==> src/rtl/xui_arbiter.sv <==
// xui_arbiter: two-requester round-robin arbiter in front of the MIG user
// interface. Sequences the app_* command and write-data channels and routes
// in-order read returns back to the issuing requester via an owner FIFO.
module xui_arbiter #(
    parameter int ADDR_SIZE = 31,
    parameter int DATA_SIZE = 64,
    parameter int RDQ_DEPTH = 8
) (
    input  logic                   ui_clk,
    input  logic                   ui_clk_sync_rst,
    // requester 0
    input  logic                   m0_en,
    input  logic                   m0_write,
    input  logic [ADDR_SIZE-1:0]   m0_addr,
    input  logic [DATA_SIZE-1:0]   m0_wdata,
    input  logic [DATA_SIZE/8-1:0] m0_wmask,
    output logic                   m0_rdy,
    output logic [DATA_SIZE-1:0]   m0_rd_data,
    output logic                   m0_rd_valid,
    // requester 1
    input  logic                   m1_en,
    input  logic                   m1_write,
    input  logic [ADDR_SIZE-1:0]   m1_addr,
    input  logic [DATA_SIZE-1:0]   m1_wdata,
    input  logic [DATA_SIZE/8-1:0] m1_wmask,
    output logic                   m1_rdy,
    output logic [DATA_SIZE-1:0]   m1_rd_data,
    output logic                   m1_rd_valid,
    // MIG user interface
    output logic [ADDR_SIZE-1:0]   app_addr,
    output logic [2:0]             app_cmd,
    output logic                   app_en,
    input  logic                   app_rdy,
    output logic [DATA_SIZE-1:0]   app_wdf_data,
    output logic [DATA_SIZE/8-1:0] app_wdf_mask,
    output logic                   app_wdf_wren,
    output logic                   app_wdf_end,
    input  logic                   app_wdf_rdy,
    input  logic [DATA_SIZE-1:0]   app_rd_data,
    input  logic                   app_rd_data_valid,
    input  logic                   init_calib_complete,
    output logic                   rd_orphan_err
);

    localparam int MASK_SIZE = DATA_SIZE / 8;
    localparam int PTR_W     = $clog2(RDQ_DEPTH);
    localparam logic [PTR_W:0] FIFO_FULL_CNT = (PTR_W + 1)'(RDQ_DEPTH);
    localparam logic [2:0] CMD_WRITE = 3'b000;
    localparam logic [2:0] CMD_READ  = 3'b001;

    typedef enum logic {
        ST_IDLE,
        ST_ISSUE
    } state_t;

    state_t                 r_state;
    state_t                 w_state_next;
    logic                   r_last_grant;
    logic                   r_cmd_done;
    logic                   r_data_done;
    logic [ADDR_SIZE-1:0]   r_addr;
    logic [2:0]             r_cmd;
    logic [DATA_SIZE-1:0]   r_wdata;
    logic [MASK_SIZE-1:0]   r_wmask;
    logic                   r_owner;

    // per-requester views so both sides are handled uniformly
    logic [1:0]             w_en;
    logic [1:0]             w_write;
    logic [1:0]             w_elig;
    logic [1:0]             w_grant;
    logic [ADDR_SIZE-1:0]   w_addr  [2];
    logic [DATA_SIZE-1:0]   w_wdata [2];
    logic [MASK_SIZE-1:0]   w_wmask [2];
    logic                   w_sel;

    logic                   w_app_en;
    logic                   w_app_wren;
    logic                   w_cmd_fin;
    logic                   w_data_fin;

    // owner FIFO: one bit per outstanding read naming the requester
    logic                   r_owner_mem [RDQ_DEPTH];
    logic [PTR_W-1:0]       r_wr_ptr;
    logic [PTR_W-1:0]       r_rd_ptr;
    logic [PTR_W:0]         r_count;
    logic                   w_fifo_full;
    logic                   w_fifo_empty;
    logic                   w_push;
    logic                   w_pop;
    logic                   w_head;

    logic [DATA_SIZE-1:0]   r_rd_data;
    logic [1:0]             r_rd_valid;
    logic                   r_orphan;

    assign w_en       = {m1_en, m0_en};
    assign w_write    = {m1_write, m0_write};
    assign w_addr[0]  = m0_addr;
    assign w_addr[1]  = m1_addr;
    assign w_wdata[0] = m0_wdata;
    assign w_wdata[1] = m1_wdata;
    assign w_wmask[0] = m0_wmask;
    assign w_wmask[1] = m1_wmask;

    assign w_fifo_full  = (r_count == FIFO_FULL_CNT);
    assign w_fifo_empty = (r_count == '0);
    assign w_head       = r_owner_mem[r_rd_ptr];

    // a read is only eligible while there is room to track its owner
    genvar gi;
    generate
        for (gi = 0; gi < 2; gi++) begin : g_elig
            assign w_elig[gi] = w_en[gi] & init_calib_complete & ~ui_clk_sync_rst &
                                (w_write[gi] | ~w_fifo_full);
        end
    endgenerate

    // each channel drops independently once the MIG has taken it
    assign w_app_en   = (r_state == ST_ISSUE) & ~r_cmd_done;
    assign w_app_wren = (r_state == ST_ISSUE) & ~r_data_done;
    assign w_cmd_fin  = r_cmd_done  | (w_app_en & app_rdy);
    assign w_data_fin = r_data_done | (w_app_wren & app_wdf_rdy);

    assign w_push = w_app_en & app_rdy & (r_cmd == CMD_READ);
    assign w_pop  = app_rd_data_valid & ~w_fifo_empty;

    // grant selection and next state; tie goes to the requester not served last
    always_comb begin
        w_state_next = r_state;
        w_grant      = 2'b00;
        case (r_state)
            ST_IDLE: begin
                if (|w_elig) begin
                    if (w_elig[1] && (!w_elig[0] || (r_last_grant == 1'b0))) begin
                        w_grant = 2'b10;
                    end else begin
                        w_grant = 2'b01;
                    end
                    w_state_next = ST_ISSUE;
                end
            end
            ST_ISSUE: begin
                if (w_cmd_fin && w_data_fin) begin
                    w_state_next = ST_IDLE;
                end
            end
            default: w_state_next = ST_IDLE;
        endcase
    end

    assign w_sel = w_grant[1];

    // state register, handshake flags and the latched command
    always_ff @(posedge ui_clk) begin
        if (ui_clk_sync_rst) begin
            r_state      <= ST_IDLE;
            r_last_grant <= 1'b1;
            r_cmd_done   <= 1'b0;
            r_data_done  <= 1'b0;
            r_addr       <= '0;
            r_cmd        <= CMD_READ;
            r_wdata      <= '0;
            r_wmask      <= '0;
            r_owner      <= 1'b0;
        end else begin
            r_state <= w_state_next;
            if (|w_grant) begin
                r_last_grant <= w_sel;
                r_owner      <= w_sel;
                r_addr       <= w_addr[w_sel];
                r_cmd        <= w_write[w_sel] ? CMD_WRITE : CMD_READ;
                r_wdata      <= w_wdata[w_sel];
                r_wmask      <= w_wmask[w_sel];
                r_cmd_done   <= 1'b0;
                // reads have no data beat, so that channel starts out complete
                r_data_done  <= ~w_write[w_sel];
            end else if (r_state == ST_ISSUE) begin
                if (w_cmd_fin && w_data_fin) begin
                    r_cmd_done  <= 1'b0;
                    r_data_done <= 1'b0;
                end else begin
                    r_cmd_done  <= w_cmd_fin;
                    r_data_done <= w_data_fin;
                end
            end
        end
    end

    // owner FIFO storage, written when a read command is accepted
    always_ff @(posedge ui_clk) begin
        if (w_push) begin
            r_owner_mem[r_wr_ptr] <= r_owner;
        end
    end

    // owner FIFO pointers and occupancy
    always_ff @(posedge ui_clk) begin
        if (ui_clk_sync_rst) begin
            r_wr_ptr <= '0;
            r_rd_ptr <= '0;
            r_count  <= '0;
        end else begin
            if (w_push) begin
                r_wr_ptr <= r_wr_ptr + 1'b1;
            end
            if (w_pop) begin
                r_rd_ptr <= r_rd_ptr + 1'b1;
            end
            case ({w_push, w_pop})
                2'b10:   r_count <= r_count + 1'b1;
                2'b01:   r_count <= r_count - 1'b1;
                default: r_count <= r_count;
            endcase
        end
    end

    // read return steering plus sticky error for data with no owner
    always_ff @(posedge ui_clk) begin
        if (ui_clk_sync_rst) begin
            r_rd_data  <= '0;
            r_rd_valid <= 2'b00;
            r_orphan   <= 1'b0;
        end else begin
            r_rd_valid <= 2'b00;
            if (w_pop) begin
                r_rd_data  <= app_rd_data;
                r_rd_valid <= w_head ? 2'b10 : 2'b01;
            end
            if (app_rd_data_valid && w_fifo_empty) begin
                r_orphan <= 1'b1;
            end
        end
    end

    assign m0_rdy        = w_grant[0];
    assign m1_rdy        = w_grant[1];
    assign m0_rd_data    = r_rd_data;
    assign m1_rd_data    = r_rd_data;
    assign m0_rd_valid   = r_rd_valid[0];
    assign m1_rd_valid   = r_rd_valid[1];
    assign app_addr      = r_addr;
    assign app_cmd       = r_cmd;
    assign app_en        = w_app_en;
    assign app_wdf_data  = r_wdata;
    assign app_wdf_mask  = r_wmask;
    assign app_wdf_wren  = w_app_wren;
    assign app_wdf_end   = w_app_wren;
    assign rd_orphan_err = r_orphan;

endmodule

==> config.mk <==
export PLATFORM = sky130hd
export DESIGN_NAME = xui_arbiter
export DESIGN_NICKNAME = d
export VERILOG_FILES = /design/src/rtl/xui_arbiter.sv
export SDC_FILE = /design/constraint.sdc
export NUM_CORES = 1
export LEC_CHECK = 0
export BUFFER_PORTS_ARGS = -buffer_cell sky130_fd_sc_hd__buf_2
export CAP_MARGIN = 20
export CORE_AREA = 2 2 201 203
export DETAILED_ROUTE_END_ITERATION = 8
export DIE_AREA = 0 0 203 205
export PLACE_DENSITY_LB_ADDON = 0.08
export SLEW_MARGIN = 20
export SYNTH_ARGS = -nofsm -noshare
export SYNTH_HDL_FRONTEND = slang
export SYNTH_SLANG_ARGS = --single-unit
==> constraint.sdc <==
create_clock -name ui_clk -period 3.9 [get_ports ui_clk]
set_input_delay 0.78 -clock ui_clk [delete_from_list [all_inputs] [get_ports ui_clk]]
set_output_delay 0.78 -clock ui_clk [all_outputs]
set_load 0.005 [all_outputs]
==> results of run 1 <==
[metal layers]
layer / up-vias / wire, µm / track usage (%)
li1: 4095 / - / -
met1: 3718 / 13600 / 18.1
met2: 347 / 16200 / 25.7
met3: 46 / 3080 / 6.22
met4: 14 / 698 / 5.92
met5: - / 74 / 0
[layout make-up]
cell class	count	area (µm²)
antenna	4	10.0
clock buffer	22	494
clock inverter	9	88.8
fill	4326	28000
inverter	4	16.3
multi-input combinational	601	3400
sequential	197	4020
tap	525	657
timing repair buffer	528	2710
[tightest hold or removal path: cells and delay by family (launching register included)]
| family | cells | cell delay [ns] |
|---|---|---|
| compound gates | 1 | 0.05 |
| simple gates | 1 | 0.05 |
| flops | 1 | 0.32 |
[where the power goes]
group	total, W	switching, W	internal (W)
clock network	0.00180	0.000827	0.000971
logic	0.00128	0.000696	0.000580
registers	0.00246	0.000179	0.00228
total	0.00553	0.00170	0.00383
[flip-flops by register name (all words and copies together) (netlist names), named ones only]
signal / cells
r_state: 1
app_wdf_mask: 8
app_cmd: 1
rd_orphan_err: 1
r_wr_ptr: 3
app_addr: 31
r_rd_ptr: 3
r_cmd_done: 1
r_last_grant: 1
app_wdf_data: 64
m0_rd_data: 64
r_count: 4
r_owner: 1
r_data_done: 1
r_rd_valid: 2
r_owner_mem: 8
[placed cells by master, fill, tap and decap left out, drive strengths merged, types with 2 or more instances in the layout]
cell	n
ha	5
edfxtp	8
nor3	3
diode	4
dfxtp	189
nand3b	104
nor2b	5
o21ai	109
a21oi	78
mux4	2
xor2	5
or3	2
inv	8
o22ai	103
or4b	2
clkbuf	22
o211ai	2
nor2	16
conb	2
nand2	141
mux2i	2
nand2b	5
buf	528
clkinv	3
[metrics by stage]
step,cell area (µm²),total power (W),hold WS (ns),setup slack [ns],instances
6_report,11400,0.00553,0.469,0.797,1890
5_1_grt,11400,0.00590,0.481,0.691,1889
4_1_cts,11400,0.00566,0.471,0.752,1886
3_5_place_dp,10800,0.00382,0.460,0.850,1855
3_3_place_gp,10800,0.00382,0.453,0.878,1855
2_1_floorplan,8320,0.00326,0.454,1.01,952
[logic make-up after synthesis]
group,after synthesis,share of synthesized area [%]
AO/OA/AOI/OAI,299,20.1
AND/OR/NAND/NOR,285,18.5
flip-flops,197,48.4
buffers and inverters,154,10.8
XOR/XNOR,6,0.632
adder cells (fa/ha/maj),5,0.752
multiplexers,4,0.782
other,1,0.0451
[final timing paths]
| check | from | slack [ns] | endpoint | cells past startpoint |
|---|---|---|---|---|
| min reg2reg | m0_rd_data[15] | 0.47 | m0_rd_data[15] | 2 |
| max | r_count[1] | 0.80 | m1_rdy | 5 |
| max reg2reg | r_count[1] | 1.22 | app_addr[18] | 7 |
| min | m0_rd_data[15] | 0.47 | m0_rd_data[15] | 2 |
==> out/metrics.cfg, run 1 <==
[status]
outcome=complete, no violations

[timing]
maxSlewHeadroom_pct=44.5
rsz0062_at_grt=false
max_freq_mhz=322
tns_ns=0
period_needed_ns=3.10
final-hold-violation-count=0
worst_pin_slew_ns=0.832
min_period_over_period_pct=79.6
slew_viol_final=0
fin_worst_skew_ns=0.0128
setup_violations=0

[clock_network]
cts.reportedPaths.clkPinSlew_ns=0.07
clockRootBuffer=clkbuf_16
cts_resized=0
cts_sinks=197
numCtsBuffers=17
clk_latency_ns=0.45
cts_buffer_depth=2
cts_setup_buffers=0
tritoncts=built
postCtsHoldBufs=0
h-tree-depth=4

[die]
die_area_um2=41600
rows=73
core_um2=39400
die_w_um=203
initial_utilization_pct=21.1
io_pins=522
die_h_um=205

[logic_synthesis]
synth_cell_types=43
synth_most_common_cell=dfxtp_1
yosysTopAreaCellShare_pct=45.5
syn_inst=951
avgSynthCellArea_um2=8.75
ys_seq_area_share_pct=48.4
synth-async-reset-ratio_pct=0
synth_area_leaders=dfxtp_1 (45%), nand3b_1 (9.4%), o22ai_1 (7.7%)
synth_common_cells=dfxtp_1 (189), nand2_1 (141), nand3b_1 (104)
ys_ff_latch=197
synth_ff_type=dfxtp_1
syn-cell-area_um2=8320
synth_edf_count=8
synth-warning-count=0
synth_top_area_cell=dfxtp_1

[global_route]
grt_pass1_vias=7971
grt_first_pass_wirelength_mm=48.9
grt.overflow.total=0
grt_max_degree=183
grt_use_total_pct=15.6
antenna_found_initial=13

[critical_path]
critPathMostFrequentCell=or4b_4
crit_chain=or4b_4 -> o211ai_2 -> or4b_4 -> clkinv_2 -> buf_2
cp_max_fo=8
worst_ep_arrival_time_ns=2.32
cpMaxStageDelayCell=or4b_4
cp-start-kind=register
crit_required_ns=3.12
cp_top_family=simple AND/OR/NAND/NOR gates
path_buf_inv=2
worst-setup-path-type=register to output port
worst_setup_path_end_kind=output port
cp_slowest_stage_delay_ns=0.60

[final_layout]
fin_nets=1634
drive_gt1_share_pct=41.9
utilization_pct=28.9
area_growth_pct=37.0

[power_and_ir_drop]
vdd.ir_drop.worst_uv=295
cellPowerDensity_nw_per_um2=486
p_leak_nw=5.19

[detailed_routing]
via_per_inst=4.35
wl_per_cell_um=17.8
drtPass1Iterations=4
ant_nets=0
dr.first_iter.drc_count=322
drt_wl_total_mm=33.7
drc=0
num_vias=8220

[hold_path]
hold_class=register to register

[place]
port_buffers=519
gp_congestion=0.751
hpwl_mm=24.2

[flow_run]
cap_violations=0

(Power assumes the default switching activity.)
==> inputs of run 2 (changes only) <==
--- a/config.mk
+++ b/config.mk
@@ -7,9 +7,9 @@
 export LEC_CHECK = 0
 export BUFFER_PORTS_ARGS = -buffer_cell sky130_fd_sc_hd__buf_2
 export CAP_MARGIN = 20
-export CORE_AREA = 2 2 201 203
+export CORE_AREA = 2 2 206 208
 export DETAILED_ROUTE_END_ITERATION = 8
-export DIE_AREA = 0 0 203 205
+export DIE_AREA = 0 0 208 210
 export PLACE_DENSITY_LB_ADDON = 0.08
 export SLEW_MARGIN = 20
 export SYNTH_ARGS = -nofsm -noshare
==> constraint.sdc (replaced) <==
create_clock -name ui_clk -period 2.6 [get_ports ui_clk]
set_input_delay 0.52 -clock ui_clk [delete_from_list [all_inputs] [get_ports ui_clk]]
set_output_delay 0.52 -clock ui_clk [all_outputs]
set_load 0.005 [all_outputs]
==> out/metrics.cfg, run 2 (synthesized netlist as in run 1, its figures left out) <==
[global_route]
grt_first_pass_wirelength_mm=49.0  ; +0.16%
grt_use_total_pct=14.7  ; -0.81 points
grt.overflow.total=0  ; unchanged
grt_pass1_vias=8122  ; +1.9%
antenna_found_initial=9  ; -4
grt_max_degree=188  ; +2.7%

[critical_path]
r2r_start=r_count[0]
crit_end=m1_rdy
cp-start-kind=register
cp-startpoint=r_count[0]
cp_max_fo=3  ; -5
worst_ep_arrival_time_ns=2.15  ; -0.17 ns
reg2reg_slack_ns=0.17  ; -1.05 ns
worst-setup-path-type=register to output port
worst_r2r_endpoint=app_wdf_data[26]
worst_setup_path_end_kind=output port
ff2ff_path_depth=9  ; +2
crit_required_ns=2.08  ; -1.04 ns

[power_and_ir_drop]
p_total_w=0.00838  ; +52%
vdd.ir_drop.worst_uv=333  ; +13%
cellPowerDensity_nw_per_um2=719  ; +48%
p_leak_nw=5.34  ; +2.8%

[timing]
tns_ns=-0.0728  ; -0.0728 ns
setup_violations=1  ; +1
rsz0062_at_grt=true
fin_worst_skew_ns=0.00794  ; -0.00486 ns
final-hold-violation-count=0  ; unchanged
min_period_over_period_pct=103
worst_slack_ns=-0.0728  ; -0.870 ns
period_needed_ns=2.67
maxSlewHeadroom_pct=26.3  ; -18 points
slew_viol_final=0  ; unchanged
worst_pin_slew_ns=1.11  ; +0.273 ns
max_freq_mhz=374

[final_layout]
fin_nets=1660  ; +1.6%
drive_gt1_share_pct=43.2  ; +1.3 points
utilization_pct=28.1  ; -0.82 points
fin_area_um2=11700  ; +2.4%
layout_common_cells=buf_2 (517), dfxtp_1 (188), nand2_1 (141), nand3b_1 (104), o22ai_1 (103)
layout_commonest_cell=buf_2
area_growth_pct=40.2

[die]
die_h_um=210  ; +2.4%
die_w_um=208  ; +2.5%
rows=75  ; +2.7%
initial_utilization_pct=20.1  ; -1.1 points
die_area_um2=43700  ; +5.0%
io_pins=522  ; unchanged
core_um2=41500  ; +5.4%

[clock_network]
clk_latency_ns=0.45  ; about the same
cts_sinks=197  ; unchanged
cts.reportedPaths.clkPinSlew_ns=0.07  ; about the same
clockRootBuffer=clkbuf_16
numCtsBuffers=17  ; unchanged
cts_buffer_depth=2  ; unchanged
postCtsHoldBufs=0  ; unchanged
tritoncts=built
h-tree-depth=4  ; unchanged

[detailed_routing]
drt_wl_total_mm=33.2  ; -1.3%
drtPass1Iterations=5  ; +1
num_vias=8279  ; +0.72%
wl_per_cell_um=17.2  ; -3.2%
drc=0  ; unchanged
via_per_inst=4.29  ; -1.3%
ant_nets=0  ; unchanged
dr.first_iter.drc_count=383  ; +19%

[hold_path]
hold_class=input port to register

[status]
outcome=complete, but fails checks
failed_checks=setup timing

[flow_run]
cap_violations=0  ; unchanged

[place]
hpwl_mm=24.4  ; +0.80%
gp_congestion=0.749  ; -0.20%
port_buffers=519  ; unchanged
dpl-instance-area_um2=11000  ; +2.2%

==> run 2: how the worst min path moves through the flow <==
stage / startpoint / to / cells past startpoint / slack (ns)
floorplan: r_rd_ptr[1] / register / 2 / 0.45
global placement: m0_rd_data[9] / m0_rd_data[9] / 2 / 0.45
detailed placement: m0_rd_data[63] / m0_rd_data[63] / 2 / 0.46
CTS: app_rd_data[44] / m0_rd_data[44] / 3 / 0.25
global route: app_rd_data[60] / m0_rd_data[60] / 3 / 0.27
finish: app_rd_data[53] / m0_rd_data[53] / 3 / 0.30
==> run 2: what timing repair did <==
item,CTS,global route
gates resized for setup,3,3
endpoints found under the hold margin,0,0
pin swaps,2,1
endpoints found under the setup margin,1,5
buffers inserted,3,0
==> run 2: critical path, stage by stage (launching register included) <==
cell	delay, ns
dfxtp_1	0.31
or4b_4	0.55
o211ai_2	0.18
or4b_4	0.51
clkinv_4	0.07
buf_6	0.09
==> run 2: through the flow <==
| step | instances | hold WS [ns] | setup WS, ns |
|---|---|---|---|
| floorplan | 952 | 0.454 | 0.0846 |
| global placement | 1892 | 0.452 | 0.191 |
| detailed placement | 1892 | 0.459 | 0.178 |
| CTS | 1927 | 0.251 | -0.162 |
| global route | 1928 | 0.273 | -0.192 |
| finish | 1928 | 0.297 | -0.0728 |
==> run 2: layout make-up <==
type,count,area [µm²]
clock buffers,18,439
multi-input cells,601,3410
repair buffers,554,2960
clock inverters,14,134
fillers,4583,29800
inverters,4,20.0
well taps,539,674
diodes,1,2.50
flip-flops and latches,197,4030
==> run 2: power breakdown <==
part           switching, W  internal [W]  leakage (nW)
registers          0.000249       0.00342          1.62
logic               0.00109      0.000931          3.43
clock network       0.00125       0.00143         0.286
total               0.00260       0.00578          5.34
==> run 2: metal layers <==
metal  global-route usage, %  part of all wire [%]
met1                    16.8                    41
met2                    24.4                    47
met5                       0                  0.29
met4                    6.68                   3.1
met3                    5.74                   9.1
==> inputs of run 3 (changes only) <==
--- a/config.mk
+++ b/config.mk
@@ -7,9 +7,9 @@
 export LEC_CHECK = 0
 export BUFFER_PORTS_ARGS = -buffer_cell sky130_fd_sc_hd__buf_2
 export CAP_MARGIN = 20
-export CORE_AREA = 2 2 206 208
+export CORE_AREA = 2 2 202 204
 export DETAILED_ROUTE_END_ITERATION = 8
-export DIE_AREA = 0 0 208 210
+export DIE_AREA = 0 0 204 206
 export PLACE_DENSITY_LB_ADDON = 0.08
 export SLEW_MARGIN = 20
 export SYNTH_ARGS = -nofsm -noshare
==> constraint.sdc (replaced) <==
create_clock -name ui_clk -period 3 [get_ports ui_clk]
set_input_delay 0.6 -clock ui_clk [delete_from_list [all_inputs] [get_ports ui_clk]]
set_output_delay 0.6 -clock ui_clk [all_outputs]
set_load 0.005 [all_outputs]
==> out/metrics.cfg, run 3 (synthesized netlist as in run 1, its figures left out) <==
[timing]
rsz0062_at_grt=false
max_freq_mhz=347
setup_violations=0  ; -1
period_needed_ns=2.88
fin_hold_ws_ns=0.389  ; +0.0915 ns
min_period_over_period_pct=95.9
slew_viol_final=0  ; unchanged
worst_pin_slew_ns=1.05  ; -0.0570 ns
maxSlewHeadroom_pct=30.1  ; +3.8 points
final-hold-violation-count=0  ; unchanged
fin_worst_skew_ns=0.00866  ; +0.000721 ns
tns_ns=0  ; +0.0728 ns

[critical_path]
reg2reg_slack_ns=0.33  ; +0.16 ns
cpMaxStageDelayCell=or4b_4
r2r_start=r_count[2]
cp-start-kind=register
worst_setup_path_end_kind=output port
cp_max_fo=6  ; +3
worst_r2r_endpoint=app_wdf_data[33]
ff2ff_path_depth=8  ; -1
worst_ep_arrival_time_ns=2.28  ; +0.13 ns
worst-setup-path-type=register to output port
cp_slowest_stage_delay_ns=0.59  ; +0.04 ns
crit_required_ns=2.40  ; +0.32 ns
crit_chain=or4b_4 -> o211ai_2 -> or4b_4 -> clkinv_8 -> buf_2
path_buf_inv=2  ; unchanged
cp_top_family=simple AND/OR/NAND/NOR gates
critPathMostFrequentCell=or4b_4

[clock_network]
cts_sinks=197  ; unchanged
tritoncts=built
numCtsBuffers=17  ; unchanged
clk_latency_ns=0.44  ; about the same
cts.reportedPaths.clkPinSlew_ns=0.07  ; about the same
h-tree-depth=4  ; unchanged
clockRootBuffer=clkbuf_16
cts_buffer_depth=2  ; unchanged

[die]
core_um2=40200  ; -3.1%
rows=74  ; -1.3%
initial_utilization_pct=20.7  ; +0.65 points
die_h_um=206  ; -1.9%
die_area_um2=42000  ; -3.8%
die_w_um=204  ; -1.9%
io_pins=522  ; unchanged

[hold_path]
whs_endpoint=m0_rd_data[43]
worstHoldStart=app_rd_data[43]
holdPathStages=3  ; unchanged
hold_class=input port to register

[detailed_routing]
via_per_inst=4.32  ; +0.64%
num_vias=8250  ; -0.35%
ant_nets=0  ; unchanged
drt_wl_total_mm=32.8  ; -1.4%
dr.first_iter.drc_count=396  ; +3.4%
wl_per_cell_um=17.2  ; -0.40%
drtPass1Iterations=7  ; +2
drc=0  ; unchanged

[power_and_ir_drop]
cellPowerDensity_nw_per_um2=643  ; -11%
vdd.ir_drop.worst_uv=346  ; +4.0%
p_leak_nw=5.31  ; -0.51%

[global_route]
grt.overflow.total=0  ; unchanged
grt_pass1_vias=7801  ; -4.0%
antenna_found_initial=10  ; +1
grt_use_total_pct=14.8  ; +0.099 points
grt_max_degree=188  ; unchanged
grt_first_pass_wirelength_mm=47.3  ; -3.5%

[place]
dp.cells=1873  ; -1.0%
port_buffers=519  ; unchanged
hpwl_mm=23.4  ; -3.9%
gp_congestion=0.784  ; +4.7%

[flow_run]
cap_violations=0  ; unchanged

[final_layout]
instances_no_fill=1909  ; -0.99%
drive_gt1_share_pct=42.4  ; -0.80 points
fin_nets=1647  ; -0.78%
layout_commonest_cell=buf_2
area_growth_pct=40.1  ; about the same
layout_common_cells=buf_2 (518), dfxtp_1 (188), nand2_1 (141), nand3b_1 (104), o22ai_1 (103)

[status]
outcome=complete, no violations

[run 3: how the worst max path moves through the flow]
| stage | start | end | cells after the start |
|---|---|---|---|
| finish | r_count[2] | m1_rdy | 5 |
| global route | r_count[2] | m1_rdy | 5 |
| CTS | r_count[2] | m1_rdy | 5 |
| detailed placement | r_count[1] | m1_rdy | 5 |
| global placement | r_count[1] | m1_rdy | 5 |
| floorplan | ui_clk_sync_rst | m0_rdy | 7 |
[run 3: area by class of cell]
| cell class | count | area [µm²] |
|---|---|---|
| fillers | 4406 | 28500 |
| clock inverters | 11 | 194 |
| multi-input cells | 601 | 3400 |
| clock buffers | 20 | 457 |
| flip-flops and latches | 197 | 4030 |
| well taps | 532 | 666 |
| repair buffers | 541 | 2880 |
| diodes | 3 | 7.51 |
| inverters | 4 | 27.5 |
[run 3: per-stage QoR]
stage	utilization, %	cell area [µm²]	total power [W]	setup slack, ns
floorplan	-	8320	0.00424	0.471
global placement	27.3	11000	0.00497	0.379
detailed placement	27.3	11000	0.00497	0.338
CTS	29.0	11600	0.00765	0.0830
global route	29.0	11700	0.00796	0.0343
finish	29.0	11700	0.00749	0.122
[run 3: power by group]
part           internal (W)  leakage [nW]  total (W)  switching, W
Combinational      0.000774          3.37    0.00168      0.000909
Sequential          0.00296          1.62    0.00319      0.000229
Clock               0.00153         0.317    0.00262       0.00109
Total               0.00527          5.31    0.00749       0.00222
[run 3: per-layer routing]
metal	vias to the layer above	share of wire, %	global-route usage, %
met5	-	0.20	0
met4	10	1.8	5.10
met3	34	8.3	5.12
met2	364	47	24.1
met1	3722	42	18.3
li1	4120	-	-
[run 3: timing repair]
| action | in CTS | in global routing |
|---|---|---|
| hold buffers | 0 | 0 |
| buffers inserted | 2 | 0 |
| endpoints found under the setup margin | 1 | 0 |
| gates resized for setup | 3 | 0 |
[run 3: worst reg2reg max path, delay by kind of cell, from the launching register on]
family	cells	cell delay, ns
flip-flops	1	0.35
AND/OR/NAND/NOR	2	1.13
AO/OA/AOI/OAI	3	0.54
buffers and inverters	3	0.58
